<file path="config.mk">
export PLATFORM = sky130hd
export DESIGN_NAME = dmas_pixel_scheduler
export DESIGN_NICKNAME = d
export VERILOG_FILES = /design/src/rtl/dmas_pixel_scheduler_pkg.sv /design/src/rtl/dmas_pixel_scheduler_sign_mag_conv.sv /design/src/rtl/dmas_pixel_scheduler.sv
export SDC_FILE = /design/constraint.sdc
export NUM_CORES = 1
export LEC_CHECK = 0
export BUFFER_PORTS_ARGS = -buffer_cell sky130_fd_sc_hd__buf_2
export CAP_MARGIN = 10
export CORE_MARGIN = 4
export CORE_UTILIZATION = 30
export CTS_CLUSTER_SIZE = 14
export DETAILED_ROUTE_END_ITERATION = 8
export GPL_ROUTABILITY_DRIVEN = 0
export PLACE_DENSITY = 0.61
export SYNTH_ARGS = -nofsm -noshare
export SYNTH_HDL_FRONTEND = slang
export SYNTH_SLANG_ARGS = --single-unit
</file>
<file path="constraint.sdc">
create_clock -name clk -period 2.3 [get_ports clk]
set_clock_uncertainty 0.2 [all_clocks]
set_input_delay 0.46 -clock clk [delete_from_list [all_inputs] [get_ports clk]]
set_output_delay 0.46 -clock clk [all_outputs]
set_load 0.005 [all_outputs]
</file>
<file path="src/rtl/dmas_pixel_scheduler_pkg.sv">
// Shared definitions for the pixel scheduler: FSM encoding, sign codes
// and the sample/result widths used by the scheduler and its converter.
package dmas_pixel_scheduler_pkg;

    localparam int SAMPLE_W = 16;
    localparam int RESULT_W = 17;

    // Sign codes as seen by the external datapath (+1 / -1 in 2-bit two's complement)
    localparam logic [1:0] SIGN_POS = 2'b01;
    localparam logic [1:0] SIGN_NEG = 2'b11;

    typedef enum logic [1:0] {
        IDLE   = 2'd0,
        STREAM = 2'd1,
        DRAIN  = 2'd2,
        OUT    = 2'd3
    } state_t;

endpackage

</file>
<file path="src/rtl/dmas_pixel_scheduler_sign_mag_conv.sv">
// Registered two's-complement to sign/magnitude converter.
// The most negative sample has no positive twin, so it saturates to the
// largest positive magnitude. When no sample is presented the magnitude
// is forced to zero while the sign keeps its previous value.
module sign_mag_conv
    import dmas_pixel_scheduler_pkg::*;
(
    input  logic                       clk,
    input  logic                       rst,
    input  logic                       in_valid,
    input  logic signed [SAMPLE_W-1:0] in_data,
    output logic                       out_valid,
    output logic signed [SAMPLE_W-1:0] mag,
    output logic signed [1:0]          sign
);

    localparam logic [SAMPLE_W-1:0] MOST_NEG = {1'b1, {(SAMPLE_W-1){1'b0}}};
    localparam logic [SAMPLE_W-1:0] MOST_POS = {1'b0, {(SAMPLE_W-1){1'b1}}};

    logic                valid_reg;
    logic [SAMPLE_W-1:0] mag_reg;
    logic [1:0]          sign_reg;

    // One-cycle conversion register with sign hold on idle cycles
    always_ff @(posedge clk or negedge rst) begin
        if (!rst) begin
            valid_reg <= 1'b0;
            mag_reg   <= '0;
            sign_reg  <= SIGN_POS;
        end else begin
            valid_reg <= in_valid;
            if (in_valid) begin
                if (in_data == MOST_NEG) begin
                    mag_reg  <= MOST_POS;
                    sign_reg <= SIGN_NEG;
                end else if (in_data[SAMPLE_W-1]) begin
                    mag_reg  <= -in_data;
                    sign_reg <= SIGN_NEG;
                end else begin
                    mag_reg  <= in_data;
                    sign_reg <= SIGN_POS;
                end
            end else begin
                mag_reg <= '0;
            end
        end
    end

    assign out_valid = valid_reg;
    assign mag       = mag_reg;
    assign sign      = sign_reg;

endmodule

</file>
<file path="src/rtl/dmas_pixel_scheduler.sv">
// Per-pixel channel scheduler: streams CHANNELS samples out of the sample
// memory, converts them to sign/magnitude for the external datapath,
// waits for the datapath to settle, then presents the beamformed result
// on a ready/valid output before moving to the next pixel.
module dmas_pixel_scheduler
    import dmas_pixel_scheduler_pkg::*;
#(
    parameter int CHANNELS     = 128,
    parameter int CHANNEL_BITS = 8,
    parameter int PIXELS       = 1,
    parameter int PIXEL_BITS   = 8,
    parameter int DRAIN_CYCLES = 12
)(
    input  logic                       clk,
    input  logic                       rst,
    input  logic                       start,
    output logic                       busy,
    output logic                       rd_en,
    output logic [CHANNEL_BITS-1:0]    rd_addr,
    output logic [PIXEL_BITS-1:0]      pix_idx,
    input  logic signed [SAMPLE_W-1:0] rd_data,
    output logic signed [SAMPLE_W-1:0] chnl_din,
    output logic signed [1:0]          sign,
    output logic                       ch_valid,
    output logic                       ch_last,
    output logic                       dp_clear,
    input  logic signed [RESULT_W-1:0] bf_in,
    output logic                       out_valid,
    input  logic                       out_ready,
    output logic signed [RESULT_W-1:0] out_data,
    output logic                       done
);

    // DRAIN spans the cycle of the last read, the ch_last cycle and then
    // DRAIN_CYCLES counted cycles; the result is captured on the last one.
    localparam int                    DRAIN_W    = $clog2(DRAIN_CYCLES + 2);
    localparam logic [CHANNEL_BITS-1:0] CH_LAST  = CHANNEL_BITS'(CHANNELS - 1);
    localparam logic [PIXEL_BITS-1:0] PIX_LAST   = PIXEL_BITS'(PIXELS - 1);
    localparam logic [DRAIN_W-1:0]    DRAIN_LAST = DRAIN_W'(DRAIN_CYCLES + 1);

    state_t                    state_reg, state_next;
    logic [CHANNEL_BITS-1:0]   ch_cnt_reg, ch_cnt_next;
    logic [PIXEL_BITS-1:0]     pix_reg, pix_next;
    logic [DRAIN_W-1:0]        drain_reg, drain_next;
    logic [RESULT_W-1:0]       out_data_reg;
    logic                      rd_en_d1_reg;
    logic                      last_d1_reg;
    logic                      ch_last_reg;

    logic                      rd_en_next;
    logic                      rd_last;
    logic                      dp_clear_next;
    logic                      done_next;
    logic                      capture;

    // State and counter registers
    always_ff @(posedge clk or negedge rst) begin
        if (!rst) begin
            state_reg  <= IDLE;
            ch_cnt_reg <= '0;
            pix_reg    <= '0;
            drain_reg  <= '0;
        end else begin
            state_reg  <= state_next;
            ch_cnt_reg <= ch_cnt_next;
            pix_reg    <= pix_next;
            drain_reg  <= drain_next;
        end
    end

    // Next-state logic plus the strobes that belong to each transition
    always_comb begin
        state_next    = state_reg;
        ch_cnt_next   = ch_cnt_reg;
        pix_next      = pix_reg;
        drain_next    = drain_reg;
        rd_en_next    = 1'b0;
        dp_clear_next = 1'b0;
        done_next     = 1'b0;
        capture       = 1'b0;
        case (state_reg)
            IDLE: begin
                if (start) begin
                    state_next    = STREAM;
                    pix_next      = '0;
                    ch_cnt_next   = '0;
                    dp_clear_next = 1'b1;
                end
            end
            STREAM: begin
                rd_en_next = 1'b1;
                if (ch_cnt_reg == CH_LAST) begin
                    ch_cnt_next = '0;
                    drain_next  = '0;
                    state_next  = DRAIN;
                end else begin
                    ch_cnt_next = ch_cnt_reg + 1'b1;
                end
            end
            DRAIN: begin
                if (drain_reg == DRAIN_LAST) begin
                    capture    = 1'b1;
                    drain_next = '0;
                    state_next = OUT;
                end else begin
                    drain_next = drain_reg + 1'b1;
                end
            end
            OUT: begin
                if (out_ready) begin
                    if (pix_reg == PIX_LAST) begin
                        done_next  = 1'b1;
                        pix_next   = '0;
                        state_next = IDLE;
                    end else begin
                        dp_clear_next = 1'b1;
                        pix_next      = pix_reg + 1'b1;
                        state_next    = STREAM;
                    end
                end
            end
            default: state_next = IDLE;
        endcase
    end

    assign rd_last = rd_en_next && (ch_cnt_reg == CH_LAST);

    // Read-strobe delay to meet the memory's one-cycle read latency, and
    // ch_last pipeline kept aligned with the converter output
    always_ff @(posedge clk or negedge rst) begin
        if (!rst) begin
            rd_en_d1_reg <= 1'b0;
            last_d1_reg  <= 1'b0;
            ch_last_reg  <= 1'b0;
        end else begin
            rd_en_d1_reg <= rd_en_next;
            last_d1_reg  <= rd_last;
            ch_last_reg  <= last_d1_reg;
        end
    end

    // Result capture at the end of the drain window; held through OUT
    always_ff @(posedge clk or negedge rst) begin
        if (!rst) begin
            out_data_reg <= '0;
        end else if (capture) begin
            out_data_reg <= bf_in;
        end
    end

    sign_mag_conv u_conv (
        .clk       (clk),
        .rst       (rst),
        .in_valid  (rd_en_d1_reg),
        .in_data   (rd_data),
        .out_valid (ch_valid),
        .mag       (chnl_din),
        .sign      (sign)
    );

    assign busy      = (state_reg != IDLE);
    assign rd_en     = rd_en_next;
    assign rd_addr   = ch_cnt_reg;
    assign pix_idx   = pix_reg;
    // start is combinational into dp_clear, so hold it low while in reset
    assign dp_clear  = dp_clear_next & rst;
    assign ch_last   = ch_last_reg;
    assign out_valid = (state_reg == OUT);
    assign out_data  = out_data_reg;
    assign done      = done_next;

endmodule

</file>
==> impl_metrics.env, run 1 <==
export IMPL_layout_commonest_cell="buf_2"
export IMPL_grt_pass1_vias=2595
export IMPL_setup_viol=0
export IMPL_clockBufferDepth=2
export IMPL_rows=36
export IMPL_powerDensity_mw_per_mm2=553
export IMPL_fmax_mhz=440
export IMPL_num_io_pins=95
export IMPL_cp_required_ps=1640
export IMPL_yosys_warnings=0
export IMPL_hold_class="in2async"
export IMPL_synth_cell_types=53
export IMPL_die_h_microns=109
export IMPL_die_x_microns=109
export IMPL_track_usage_pct=13.3
export IMPL_p_leak_nw=1.95
export IMPL_port_buffers=93
export IMPL_htree_levels=3
export IMPL_layout_common_cells="93 x buf_2, 59 x dfrtp_1, 22 x nor2_1"
export IMPL_total_power_mw=2.23
export IMPL_syn_area_per_cell_sq_um=10.5
export IMPL_crit_fanout=2
export IMPL_path_class="reg2out"
export IMPL_initial_utilization_pct=31.0
export IMPL_worstMarginPinSlew_ps=761
export IMPL_post_route_util_pct=41.0
export IMPL_relSlewSlack_pct=49.3
export IMPL_hpwl_microns=5580
export IMPL_n_fill_cell=1008
export IMPL_insertion_delay_ps=330
export IMPL_antenna_cells=0
export IMPL_grt_pass1_wl_microns=12400
export IMPL_finalCritPeriodShare_pct=98.8
export IMPL_drc_errors=0
export IMPL_cts_root_buf="clkbuf_8"
export IMPL_nNetsFinal=456
export IMPL_vias=2656
export IMPL_synth_fp_nets=338
export IMPL_antenna_left=0
export IMPL_pre_cts_ws_ps=-79.3
export IMPL_largest_reg_flops=17
export IMPL_globalRoute_totalOverflow=0
export IMPL_drive_gt1_share_pct=40.0
export IMPL_maxCapViolCount=0
export IMPL_drv_slew=0
export IMPL_grt_max_degree=61
export IMPL_fp_dieArea_sq_mm=0.0118
export IMPL_wl_per_cell_microns=13.7
export IMPL_syn_area_sq_mm=0.00304
export IMPL_multi_input_area_sq_mm=0.00147
export IMPL_worst_slack_ps=26.7
export IMPL_cts_inserted_buffers=9
export IMPL_async_reset_ff_share_pct=100
export IMPL_synth_edf_count=0
export IMPL_min_period_ps=2270
export IMPL_final_seq_area_sq_mm=0.00150
export IMPL_vdd_drop_max_mv=0.247
export IMPL_status="finished, final reports clean"
export IMPL_viasPerCell=4.87
export IMPL_worst_setup_path_start_kind="register"
export IMPL_hold_viol=0
export IMPL_ys_seq_area_share_pct=49.4
export IMPL_hold_buffers=0
export IMPL_area_growth_pct=32.5
export IMPL_antenna_found_initial=0
export IMPL_critPathCaptureType="primary output"
export IMPL_ys_seq_elements=60
export IMPL_routed_wl_microns=7470
export IMPL_dr_pass1_iters=4
export IMPL_rsz0062_at_grt="true"
export IMPL_clk_pin_slew_ps=70
export IMPL_synth_cells=290
export IMPL_core_sq_mm=0.00982
export IMPL_arrival_ps=1610
export IMPL_clkSinkCount=60
export IMPL_cts_tree="yes"
export IMPL_synth_ff_type="dfrtp_1"
export IMPL_first_iter_violations=92
[cells in the mapped netlist, types with 2 or more instances]
library cell	count	share of area, %
a31oi_1	4	0.82
nor2_1	22	2.7
a32o_1	2	0.66
nor4_1	5	1.0
a21oi_1	17	2.8
nand2_1	13	1.6
nand2b_1	3	0.62
o31a_1	3	0.86
nor3b_1	2	0.49
or4_1	3	0.74
nand3_1	12	2.0
xor2_1	7	2.0
mux2_2	21	7.8
o31ai_1	4	0.99
nor3_1	6	0.99
or2_2	3	0.62
mux2i_1	2	0.66
dfrtp_1	60	49
and3_1	3	0.62
clkbuf_1	6	0.74
ha_1	11	4.5
inv_1	17	2.1
xnor2_1	6	1.7
nor2b_1	3	0.62
nor4b_1	2	0.58
o211a_1	2	0.66
nand4_1	6	1.2
or3_1	4	0.82
o21ai_0	16	2.6
o41a_1	2	0.74
[through the flow]
stage                     hold WS, ps  TNS, ps  area (sq um)  instances
final                             146        0          4030        545
after global routing              136    -49.1          4030        545
after CTS                         128        0          3990        542
after detailed placement          156     -214          3770        526
after global placement            139     -129          3770        526
after floorplan                 -35.6        0          3040        290
[critical path, stage by stage, from the launching register on]
cell	delay (ps)
dfrtp_2	420
nor4_4	360
a31oi_2	150
a22oi_1	150
nor3b_1	70
buf_2	130
[worst paths after layout]
check                                       to  slack [ps]         start  cells after the start
worst max-delay path                  dp_clear          30    pix_idx[5]                      5
worst min-delay path              out_data[11]         150           rst                      2
worst max register to register    drain_reg[3]         220  state_reg[0]                      7
worst min register to register         ch_last         170   last_d1_reg                      0
max in group asynchronous           pix_idx[5]        1210           rst                      2
min in group clk                u_conv.mag[14]         150   rd_data[14]                      2
[where the power goes]
part           internal, mW  total, mW  switching (mW)
clock network         0.518      0.928           0.410
logic                0.0932      0.194           0.100
registers              1.09       1.11          0.0134
total                  1.71       2.23           0.524
[cell families after synthesis]
kind of cell / share of synthesized area, %
and+or+nand+nor: 16.6
AOI/OAI and AO/OA: 14.0
DFF: 49.4
buffers and inverters: 3.21
muxes: 8.43
xor gates and xnor gates: 3.74
adders and majority gates: 4.52
other: 0.123
[metal layers]
layer / wire length, microns / global-route usage [%]
met5: 0 / 0
met4: 116 / 5.32
met1: 3370 / 16.9
met3: 424 / 3.79
met2: 3550 / 21.4
[cell type report]
cell class              instances  area share [%]
clock buffers                  10            3.42
multi-input cells             205            36.5
inverters                      17            1.58
well taps                     133            4.13
clock inverters                 5            1.30
flip-flops and latches         60            37.3
repair buffers                115            15.7
[timing repair]
action	in CTS	in global routing
endpoints found under the setup margin	1	1
gates resized for setup	5	4
pin swaps	1	1
buffers inserted	1	3
No activity file was read; power rests on OpenSTA's default activity.
==> run 2: changes to the inputs <==
SETUP_SLACK_MARGIN = 0.5   (was not set)
==> run 2 against run 1 <==
Sequential power is essentially flat. Final cell count is 2.9% higher. Register-to-register slack got worse by 90 ps. Sequential cell count is the same. Critical path depth unchanged. Clock power up 11%. Non-clock buffer count is 15 higher. Routed wire length increased by 9.7%. Hold slack got worse by 53 ps. Global-route usage grew 0.95 points. First-iteration DRC count is 29% higher. Largest cell class is now multi-input combinational cells. Largest power group unchanged.
==> impl_metrics.env, run 2 (synthesis results as in run 1) <==
export IMPL_gr_usage_met2_pct=23.6
export IMPL_nNetsFinal=471
export IMPL_area_growth_pct=54.7
export IMPL_track_usage_pct=14.3
export IMPL_use_met1_pct=18.1
export IMPL_hold_buffers=0
export IMPL_port_buffers=93
export IMPL_viasPerCell=4.91
export IMPL_hold_viol=0
export IMPL_maxCapViolCount=0
export IMPL_wl_per_cell_microns=14.6
export IMPL_hpwl_microns=5470
export IMPL_relSlewSlack_pct=48.3
export IMPL_grtUsageMet3_pct=3.49
export IMPL_cp_required_ps=1640
export IMPL_antenna_cells=0
export IMPL_vdd_drop_max_mv=0.241
export IMPL_cp_startpoint="pix_idx[5]"
export IMPL_largest_reg_flops=17
export IMPL_status="finished, final reports clean"
export IMPL_rr_startpoint="state_reg[1]"
export IMPL_cts_tree="yes"
export IMPL_fp_dieArea_sq_mm=0.0118
export IMPL_die_h_microns=109
export IMPL_rrSetupSlack_ps=130
export IMPL_min_period_ps=2260
export IMPL_p_leak_nw=2.18
export IMPL_dr_pass1_iters=4
export IMPL_finalCritPeriodShare_pct=98.1
export IMPL_pre_cts_ws_ps=12.5
export IMPL_core_sq_mm=0.00982
export IMPL_worst_slack_ps=43.8
export IMPL_rsz0062_at_grt="true"
export IMPL_layout_common_cells="88 x buf_2, 55 x dfrtp_1, 22 x buf_4"
export IMPL_routed_wl_microns=8190
export IMPL_cts_inserted_buffers=9
export IMPL_clkSinkCount=60
export IMPL_clockBufferDepth=2
export IMPL_path_class="reg2out"
export IMPL_busiest_layer="met2"
export IMPL_insertion_delay_ps=330
export IMPL_arrival_ps=1600
export IMPL_rows=36
export IMPL_antenna_found_initial=0
export IMPL_htree_levels=3
export IMPL_layout_commonest_cell="buf_2"
export IMPL_critPathCaptureType="primary output"
export IMPL_fmax_mhz=443
export IMPL_cts_root_buf="clkbuf_8"
export IMPL_num_io_pins=95
export IMPL_grt_pass1_vias=2754
export IMPL_grt_pass1_wl_microns=13400
export IMPL_clk_pin_slew_ps=80
export IMPL_drv_slew=0
export IMPL_grt_max_degree=61
export IMPL_die_x_microns=109
export IMPL_postPlaceCellArea_sq_mm=0.00388
export IMPL_worst_setup_path_start_kind="register"
export IMPL_reg2regPathDepth=8
export IMPL_powerDensity_mw_per_mm2=502
export IMPL_first_iter_violations=119
export IMPL_antenna_left=0
export IMPL_final_area_sq_mm=0.00471
export IMPL_crit_fanout=2
export IMPL_setup_viol=0
export IMPL_worstMarginPinSlew_ps=775
export IMPL_drive_gt1_share_pct=52.1
export IMPL_vias=2756
export IMPL_drc_errors=0
export IMPL_initial_utilization_pct=31.0
export IMPL_hold_class="in2async"
export IMPL_globalRoute_totalOverflow=0
==> run 2: cell types whose count changed in the layout (fill, tap and decap cells not counted), moves of 5 or more <==
cell | previous run | this run
o21ai_0 | 16 | 9
buf_6 | 1 | 17
ha_4 | 0 | 5
nor2_4 | 0 | 5
o21ai_1 | 0 | 6
nor2_1 | 22 | 17
mux2_2 | 21 | 1
buf_2 | 93 | 88
mux2_4 | 0 | 20
==> run 2: layout make-up <==
| class | instances | area [sq um] |
|---|---|---|
| multi-input cells | 205 | 1890 |
| well taps | 133 | 166 |
| clock buffers | 12 | 135 |
| clock inverters | 4 | 73.8 |
| flip-flops and latches | 60 | 1510 |
| repair buffers | 130 | 852 |
| inverters | 17 | 81.3 |
| fillers | 943 | 5110 |
==> run 2: per-layer routing <==
metal / wire length, microns / part of all wire (%) / vias to the layer above
met5: 0 / 0 / -
met4: 124 / 1.5 / 0
met3: 415 / 5.1 / 7
met2: 4030 / 49 / 64
met1: 3630 / 44 / 1357
li1: - / - / 1328
==> run 2: path summary, 6_finish.rpt <==
check | end
worst max-delay path | dp_clear
worst min-delay path | pix_idx[7]
worst max register to register | pix_idx[7]
worst min register to register | ch_last
max in group asynchronous | pix_idx[0]
min in group clk | u_conv.mag[14]
==> run 2: what timing repair did <==
action,CTS,global route
setup endpoints to repair,35,54
buffers inserted,22,6
gates resized for setup,49,51
pin swaps,26,15
==> run 2: critical path: stages (launching register included) <==
cell and delay, ps:
dfrtp_2 430, nor4_4 360, a31oi_4 140, a22oi_2 150, nor3b_2 60, buf_2 120
==> run 2: metrics by stage <==
step / std cells / TNS [ps] / hold WS [ps] / power, mW / util, %
floorplan: 290 / 0 / -35.6 / 1.20 / -
detailed placement: 517 / 0 / 140 / 1.33 / 39.5
CTS: 555 / 0 / 125 / 2.38 / 45.4
global placement: 517 / 0 / 140 / 1.32 / 39.5
finish: 561 / 0 / 93.7 / 2.36 / 47.9
global route: 561 / -30.0 / 135 / 2.47 / 47.9
==> run 2: power breakdown <==
group / internal, mW / switching, mW
registers: 1.09 / 0.0151
clock network: 0.612 / 0.418
logic: 0.110 / 0.111
total: 1.82 / 0.544
